**src/rtl/regfile_read_ctrl.sv**
```systemverilog
// Register-file read controller.
// Accepts a two-port read request, drives one-hot row enables into the cell
// array for one cycle, captures the shared bitlines (or same-cycle write data
// when the written row matches) and presents the result until it is consumed.
module regfile_read_ctrl #(
    parameter int NUM_REGS = 16,
    parameter int WIDTH    = 16
) (
    input  logic                clk,
    input  logic                rst,
    input  logic                ReqValid,
    output logic                ReqReady,
    input  logic [3:0]          SrcReg1,
    input  logic [3:0]          SrcReg2,
    output logic [NUM_REGS-1:0] ReadEnable1,
    output logic [NUM_REGS-1:0] ReadEnable2,
    input  logic [WIDTH-1:0]    Bitline1,
    input  logic [WIDTH-1:0]    Bitline2,
    input  logic                WriteEnable,
    input  logic [3:0]          WriteReg,
    input  logic [WIDTH-1:0]    WriteData,
    output logic                RspValid,
    input  logic                RspReady,
    output logic [WIDTH-1:0]    SrcData1,
    output logic [WIDTH-1:0]    SrcData2
);

    typedef enum logic [1:0] {
        IDLE  = 2'd0,
        DRIVE = 2'd1,
        HOLD  = 2'd2
    } state_t;

    state_t            state_r;
    state_t            state_next_s;
    logic [3:0]        idx1_r;
    logic [3:0]        idx2_r;
    logic [3:0]        idx1_next_s;
    logic [3:0]        idx2_next_s;
    logic [WIDTH-1:0]  data1_next_s;
    logic [WIDTH-1:0]  data2_next_s;
    logic              accept_s;

    // Row index to one-hot enable vector; indices beyond NUM_REGS select nothing.
    function automatic logic [NUM_REGS-1:0] onehot(input logic [3:0] idx);
        logic [NUM_REGS-1:0] vec;
        vec = '0;
        for (int i = 0; i < NUM_REGS; i++) begin
            vec[i] = (idx == 4'(i));
        end
        return vec;
    endfunction

    // Request acceptance: free in IDLE, or in HOLD when the response leaves this cycle.
    always_comb begin
        ReqReady = 1'b0;
        case (state_r)
            IDLE:    ReqReady = ~rst;
            HOLD:    ReqReady = ~rst & RspReady;
            DRIVE:   ReqReady = 1'b0;
            default: ReqReady = 1'b0;
        endcase
        accept_s = ReqValid & ReqReady;
    end

    // Next-state, index latch and capture-data selection.
    always_comb begin
        state_next_s = state_r;
        idx1_next_s  = idx1_r;
        idx2_next_s  = idx2_r;
        data1_next_s = SrcData1;
        data2_next_s = SrcData2;

        case (state_r)
            IDLE: begin
                if (accept_s) begin
                    state_next_s = DRIVE;
                end else begin
                    state_next_s = IDLE;
                end
            end
            DRIVE: begin
                state_next_s = HOLD;
            end
            HOLD: begin
                if (RspReady) begin
                    if (accept_s) begin
                        state_next_s = DRIVE;
                    end else begin
                        state_next_s = IDLE;
                    end
                end else begin
                    state_next_s = HOLD;
                end
            end
            default: begin
                state_next_s = IDLE;
            end
        endcase

        if (accept_s) begin
            idx1_next_s = SrcReg1;
            idx2_next_s = SrcReg2;
        end else begin
            idx1_next_s = idx1_r;
            idx2_next_s = idx2_r;
        end

        // Bitlines are only meaningful while the enables are driven; a write to the
        // same row in that cycle has not reached the bitline yet, so forward it.
        if (state_r == DRIVE) begin
            if (WriteEnable && (WriteReg == idx1_r)) begin
                data1_next_s = WriteData;
            end else begin
                data1_next_s = Bitline1;
            end
            if (WriteEnable && (WriteReg == idx2_r)) begin
                data2_next_s = WriteData;
            end else begin
                data2_next_s = Bitline2;
            end
        end else begin
            data1_next_s = SrcData1;
            data2_next_s = SrcData2;
        end
    end

    // State, indices, captured data and registered enable/valid outputs.
    always_ff @(posedge clk) begin
        if (rst) begin
            state_r     <= IDLE;
            idx1_r      <= 4'd0;
            idx2_r      <= 4'd0;
            SrcData1    <= '0;
            SrcData2    <= '0;
            ReadEnable1 <= '0;
            ReadEnable2 <= '0;
            RspValid    <= 1'b0;
        end else begin
            state_r  <= state_next_s;
            idx1_r   <= idx1_next_s;
            idx2_r   <= idx2_next_s;
            SrcData1 <= data1_next_s;
            SrcData2 <= data2_next_s;
            RspValid <= (state_next_s == HOLD);
            if (state_next_s == DRIVE) begin
                ReadEnable1 <= onehot(idx1_next_s);
                ReadEnable2 <= onehot(idx2_next_s);
            end else begin
                ReadEnable1 <= '0;
                ReadEnable2 <= '0;
            end
        end
    end

endmodule

```
**config.mk**
```make
export PLATFORM = sky130hd
export DESIGN_NAME = regfile_read_ctrl
export DESIGN_NICKNAME = d
export VERILOG_FILES = /design/src/rtl/regfile_read_ctrl.sv
export SDC_FILE = /design/constraint.sdc
export NUM_CORES = 1
export LEC_CHECK = 0
export CORE_ASPECT_RATIO = 0.5
export CORE_MARGIN = 2
export CORE_UTILIZATION = 42
export CTS_CLUSTER_SIZE = 12
export DETAILED_ROUTE_END_ITERATION = 7
export GPL_ROUTABILITY_DRIVEN = 0
export PLACE_DENSITY = 0.8
export SLEW_MARGIN = 20
export SYNTH_ARGS = -nofsm -noshare
export SYNTH_HDL_FRONTEND = slang
export SYNTH_SLANG_ARGS = --single-unit
export TNS_END_PERCENT = 5
```
**constraint.sdc**
```tcl
create_clock -name clk -period 2 [get_ports clk]
set_input_delay 0.5 -clock clk [delete_from_list [all_inputs] [get_ports clk]]
set_output_delay 0.5 -clock clk [all_outputs]
set_load 0.01 [all_outputs]
```
==> results of run 1 <==
## how the worst max path moves through the flow
stage / startpoint / to / slack [ns] / depth (start not counted)
2_1_floorplan: rst / ReadEnable1[0]$_SDFF_PP0_ / 0.45 / 3
3_3_place_gp: rst / SrcData1[13]$_SDFFE_PP0N_ / -0.41 / 5
3_5_place_dp: WriteReg[0] / SrcData2[10]$_SDFFE_PP0N_ / -0.39 / 5
4_1_cts: rst / ReqReady / 0.002 / 3
5_1_grt: RspReady / ReadEnable2[13]$_SDFF_PP0_ / 0.02 / 6
6_report: rst / ReqReady / 0.10 / 3
## sequential cells by signal (all words and copies together), names as in the netlist
register	count
idx2_r	4
SrcData2	16
ReadEnable2	16
RspValid	1
idx1_r	4
ReadEnable1	16
SrcData1	16
state_r	2
## layout make-up
class / instances / area [um^2] / share of cell area, %
flip-flops and latches: 75 / 1500 / 31.4
repair buffers: 146 / 1480 / 31.0
multi-input cells: 222 / 1390 / 29.1
clock buffers: 10 / 239 / 5.00
well taps: 92 / 115 / 2.41
clock inverters: 6 / 47.5 / 0.995
inverters: 1 / 3.75 / 0.0786
## worst max-delay path, stage by stage
cell,delay (ns)
clkdlybuf4s50_1,0.48
nor3_1,0.24
clkbuf_2,0.18
## cell usage in the layout (no fill, tap or decap), types with 3 or more instances in the layout
master           count
a21oi_1             10
a32oi_1             32
buf_12               5
buf_4               11
clkbuf_16            9
clkdlybuf4s50_1    129
dfxtp_1             75
nand2_1             50
nand2b_1             8
nand3_1              3
nand3b_1             4
nand4_1             32
nor2_1              19
nor3_1               9
nor3_2               4
o211ai_1            32
xor2_1               8
## stage by stage
stage | area, um^2 | utilization [%] | power (W) | setup TNS [ns]
2_1_floorplan | 3010 | - | 0.00188 | 0
3_3_place_gp | 4480 | 65.8 | 0.00224 | -17.50
3_5_place_dp | 4490 | 65.9 | 0.00225 | -16.93
4_1_cts | 4780 | 70.2 | 0.00378 | 0
5_1_grt | 4780 | 70.2 | 0.00391 | 0
6_report | 4780 | 70.2 | 0.00375 | 0
## logic make-up after synthesis
kind of cell,count (synthesis),share of synthesized area (%)
compound gates,74,19.0
xor+xnor,8,2.33
buf+inv,34,4.99
flops,75,49.9
simple gates,140,23.8
## report_power, final
group | internal (W) | switching, W | total, W
clock | 0.000883 | 0.000639 | 0.00152
combinational | 0.000329 | 0.000286 | 0.000616
sequential | 0.00157 | 0.0000443 | 0.00161
total | 0.00278 | 0.000970 | 0.00375
## layer usage
metal,track usage [%],share of wire [%]
met5,0,0
met4,10.9,2.2
met3,7.32,8.5
met2,38.3,49
met1,28.1,40
## timing repair
item | 4_1_cts | 5_1_grt
setup endpoints to repair | 13 | 2
pin swaps | 0 | 0
setup buffers | 0 | 0
cloned | 0 | 0
gates resized for setup | 4 | 3
hold endpoints to repair | 0 | 0
==> impl_metrics.yaml, run 1 <==
run_status:
  status: "finished clean"
power:
  p_leak_nw: 1.61
  peakVddDrop_mv: 0.638
  powerDensity_mw_per_mm2: 785
final_layout:
  diodes: 0
  drive_gt1_share_pct: 10.0
  fin_nets: 520
  fill_cells: 501
  stdcell_count: 552
  area_growth_pct: 58.9
clock_network:
  cts_buffers: 9
  htreeDepth: 3
  cts_sinks: 75
  cts_root_buf: "clkbuf_16"
  hold_buffers: 0
  cts_tree: "built"
  clk_pin_slew_worst_paths_ns: 0.06
  clk_path_buf_depth: 2
  clk_latency_ns: 0.34
worst_setup_path:
  timing.rr.end: "ReadEnable2[13]$_SDFF_PP0_"
  required_ns: 1.50
  crit_fanout: 4
  crit_arrival_ns: 1.40
  r2r_start: "state_r[1]$_SDFF_PP0_"
  ff2ff_path_depth: 5
  worst_setup_path_start_kind: "primary input"
  end_kind: "output port"
  r2r_slack_ns: 0.40
  path_class: "primary input to output port"
global_routing:
  antenna_found_initial: 0
  grt_pass1_vias: 3048
  grt_max_degree: 54
  grt_pass1_wl_um: 14300
  grt_use_total_pct: 23.4
  gr-total-overflow: 0
hold_path:
  min_to: "idx1_r[0]$_SDFF_PP0_"
  holdCritStartpoint: "idx1_r[0]$_SDFF_PP0_"
  holdPathStages: 2
  worstHoldPathType: "flop to flop"
yosys:
  yosysTopAreaCell: "dfxtp_1"
  synth-edff-count: 0
  synth.distinct_cells: 23
  synth_cells: 331
  synth_area_leaders: "dfxtp_1, a32oi_1, o211ai_1"
  synthArstFlopShare_pct: 0
  synth_nets: 396
  synth_warnings: 0
  yosysMostFrequentCell: "dfxtp_1"
  synth.avg_cell_area_um2: 9.09
  synth_top_area_share_pct: 49.9
  ys_ff_latch: 75
  ys.flop_type: "dfxtp_1"
  synth-seq-area-share_pct: 49.9
  synth_area_mm2: 0.00301
  synth_top_cells_by_count: "dfxtp_1, nand2_1, a32oi_1, nand4_1, o211ai_1"
die:
  dieArea_mm2: 0.00790
  start_util_pct: 44.2
  core-area_mm2: 0.00681
  io_pins: 131
  row_count: 21
  die_h_um: 63.8
  die_w_um: 124
sta:
  hold_violations: 0
  slew_headroom_pct: 51.1
  drv_slew: 0
  skew_ns: 0.00386
  setup_viol_count_final: 0
  max_freq_mhz: 527
  worstMarginPinSlew_ns: 0.732
  period_share_pct: 94.9
  fin_crit_ns: 1.90
  worst_slack_ns: 0.101
  holdWs_ns: 0.466
  grt_setup_unrepaired: "false"
drt:
  routed_wl_um: 8970
  ant_nets: 0
  drc_errors: 0
  vias: 3103
  vias_per_cell: 5.62
  drtIter0Drc: 180
  dr.pass1.iters: 5
  detail_route.wl_per_cell_um: 16.2
place:
  place_worst_setup_slack_ns: -0.389
  place.port_buffers: 130
  dp_hpwl_um: 6430
  placed_cells: 536
run:
  max-cap-violations: 0
(Power assumes the default switching activity.)
==> inputs of run 2 (changes only) <==
--- a/config.mk
+++ b/config.mk
@@ -7,11 +7,13 @@
 export LEC_CHECK = 0
 export CORE_ASPECT_RATIO = 0.5
 export CORE_MARGIN = 2
-export CORE_UTILIZATION = 42
+export CORE_UTILIZATION = 55
+export CTS_BUF_LIST = sky130_fd_sc_hd__clkbuf_2 sky130_fd_sc_hd__clkbuf_4 sky130_fd_sc_hd__clkbuf_8
 export CTS_CLUSTER_SIZE = 12
 export DETAILED_ROUTE_END_ITERATION = 7
+export DONT_BUFFER_PORTS = 1
 export GPL_ROUTABILITY_DRIVEN = 0
-export PLACE_DENSITY = 0.8
+export PLACE_DENSITY = 0.7
 export SLEW_MARGIN = 20
 export SYNTH_ARGS = -nofsm -noshare
 export SYNTH_HDL_FRONTEND = slang
==> impl_metrics.yaml, run 2 (synthesis gave the netlist of run 1 again) <==
run_status:
  status: "finished clean"
die:
  die_h_um: 56.3
  start_util_pct: 59.1
  die_w_um: 109
  core-area_mm2: 0.00509
  dieArea_mm2: 0.00611
  io_pins: 131
  row_count: 18
drt:
  drtIter0Drc: 195
  ant_nets: 0
  detail_route.wl_per_cell_um: 20.1
  drc_errors: 0
  vias: 2522
  routed_wl_um: 7860
  dr.pass1.iters: 5
  vias_per_cell: 6.47
sta:
  slew_headroom_pct: 54.0
  skew_ns: 0.00579
  setup_viol_count_final: 0
  fin_crit_ns: 1.75
  grt_setup_unrepaired: "false"
  max_freq_mhz: 571
  hold_violations: 0
  period_share_pct: 87.6
  holdWs_ns: 0.204
  worstMarginPinSlew_ns: 0.690
  setup_tns_ns: 0
  drv_slew: 0
clock_network:
  cts_buffers: 9
  htreeDepth: 3
  cts_sinks: 75
  clk_path_buf_depth: 2
  cts-resized-gates: 0
  clk_latency_ns: 0.35
  cts_setup_buffers: 0
  clk_pin_slew_worst_paths_ns: 0.08
  cts_root_buf: "clkbuf_8"
  cts_tree: "built"
  hold_buffers: 0
power:
  p_total_w: 0.00332
  p_leak_nw: 1.05
  peakVddDrop_mv: 0.512
  powerDensity_mw_per_mm2: 1020
worst_setup_path:
  end_kind: "flop"
  crit_arrival_ns: 2.02
  required_ns: 2.26
  path_cells: "nor2b_4, or4b_4, inv_2, nand2_1, nor3_1"
  slowest_stage: "or4b_4"
  path_class: "flop to flop"
  crit_fanout: 16
  max_stage_delay_ns: 0.58
  worst_setup_path_start_kind: "flop"
global_routing:
  grt_pass1_vias: 2286
  grt_use_total_pct: 25.3
  grt_max_degree: 97
  antenna_found_initial: 0
  gr-total-overflow: 0
  grt_pass1_wl_um: 12000
final_layout:
  drive_gt1_share_pct: 10.0
  diodes: 0
  fill_cells: 429
  fin_nets: 380
  final_cell_mix: "dfxtp_1, nand2_1, nand4_1, a32oi_1, o211ai_1"
  final_common_cell: "dfxtp_1"
  area_growth_pct: 8.78
place:
  dp_hpwl_um: 5410
  place.port_buffers: 0
run:
  max-cap-violations: 0
hold_path:
  worstHoldPathType: "primary input to flop"
-- run 2: changes by cell type in the layout (fill, tap and decap cells not counted), moves of 2 or more --
cell,change
clkdlybuf4s50_1,-129
clkbuf_16,-9
clkbuf_8,+8
buf_4,-6
buf_12,-4
bufinv_16,+3
clkinv_4,-2
nor2b_1,+2
-- run 2: metal layers --
| metal | wire length [um] | GRT usage [%] | vias to the layer above |
|---|---|---|---|
| met1 | 3190 | 33.8 | 1176 |
| met3 | 981 | 11.1 | 6 |
| met2 | 3640 | 37.8 | 135 |
| li1 | - | - | 1205 |
| met5 | 0 | 0 | - |
| met4 | 35 | 6.04 | 0 |
-- run 2: worst max-delay path: cells and delay by family, from the launching register on --
kind | cells | cell delay [ns]
AND/OR/NAND/NOR | 4 | 1.10
flip-flops | 1 | 0.31
buffers and inverters | 1 | 0.25
-- run 2: final timing paths --
check / startpoint / endpoint / slack, ns / cells past startpoint
max: state_r[1]$_SDFF_PP0_ / ReadEnable2[13]$_SDFF_PP0_ / 0.25 / 5
min reg2reg: idx1_r[0]$_SDFF_PP0_ / idx1_r[0]$_SDFF_PP0_ / 0.47 / 2
max reg2reg: state_r[1]$_SDFF_PP0_ / ReadEnable2[13]$_SDFF_PP0_ / 0.25 / 5
min: SrcReg2[0] / ReadEnable2[0]$_SDFF_PP0_ / 0.20 / 1
-- run 2: area by class of cell --
| class | instances | area (um^2) | share of cell area, % |
|---|---|---|---|
| Multi-Input combinational cell | 222 | 1380 | 42.1 |
| Inverter | 1 | 3.75 | 0.115 |
| Tap cell | 70 | 87.6 | 2.68 |
| Clock buffer | 9 | 124 | 3.79 |
| Timing Repair Buffer | 6 | 57.6 | 1.76 |
| Sequential cell | 75 | 1500 | 45.9 |
| Clock inverter | 7 | 121 | 3.71 |
-- run 2: power breakdown --
part / switching [W] / total (W) / internal, W
Sequential: 0.0000811 / 0.00165 / 0.00157
Clock: 0.000589 / 0.00143 / 0.000840
Combinational: 0.000159 / 0.000248 / 0.0000891
-- run 2: stage by stage --
step / util [%] / instance area, um^2 / instances / worst slack (ns)
final: 64.3 / 3270 / 390 / 0.248
after global routing: 64.3 / 3270 / 390 / 0.0927
after CTS: 64.3 / 3270 / 390 / 0.225
after detailed placement: 59.5 / 3030 / 374 / 0.116
after global placement: 59.5 / 3030 / 374 / 0.224
after floorplan: - / 3010 / 331 / 0.446
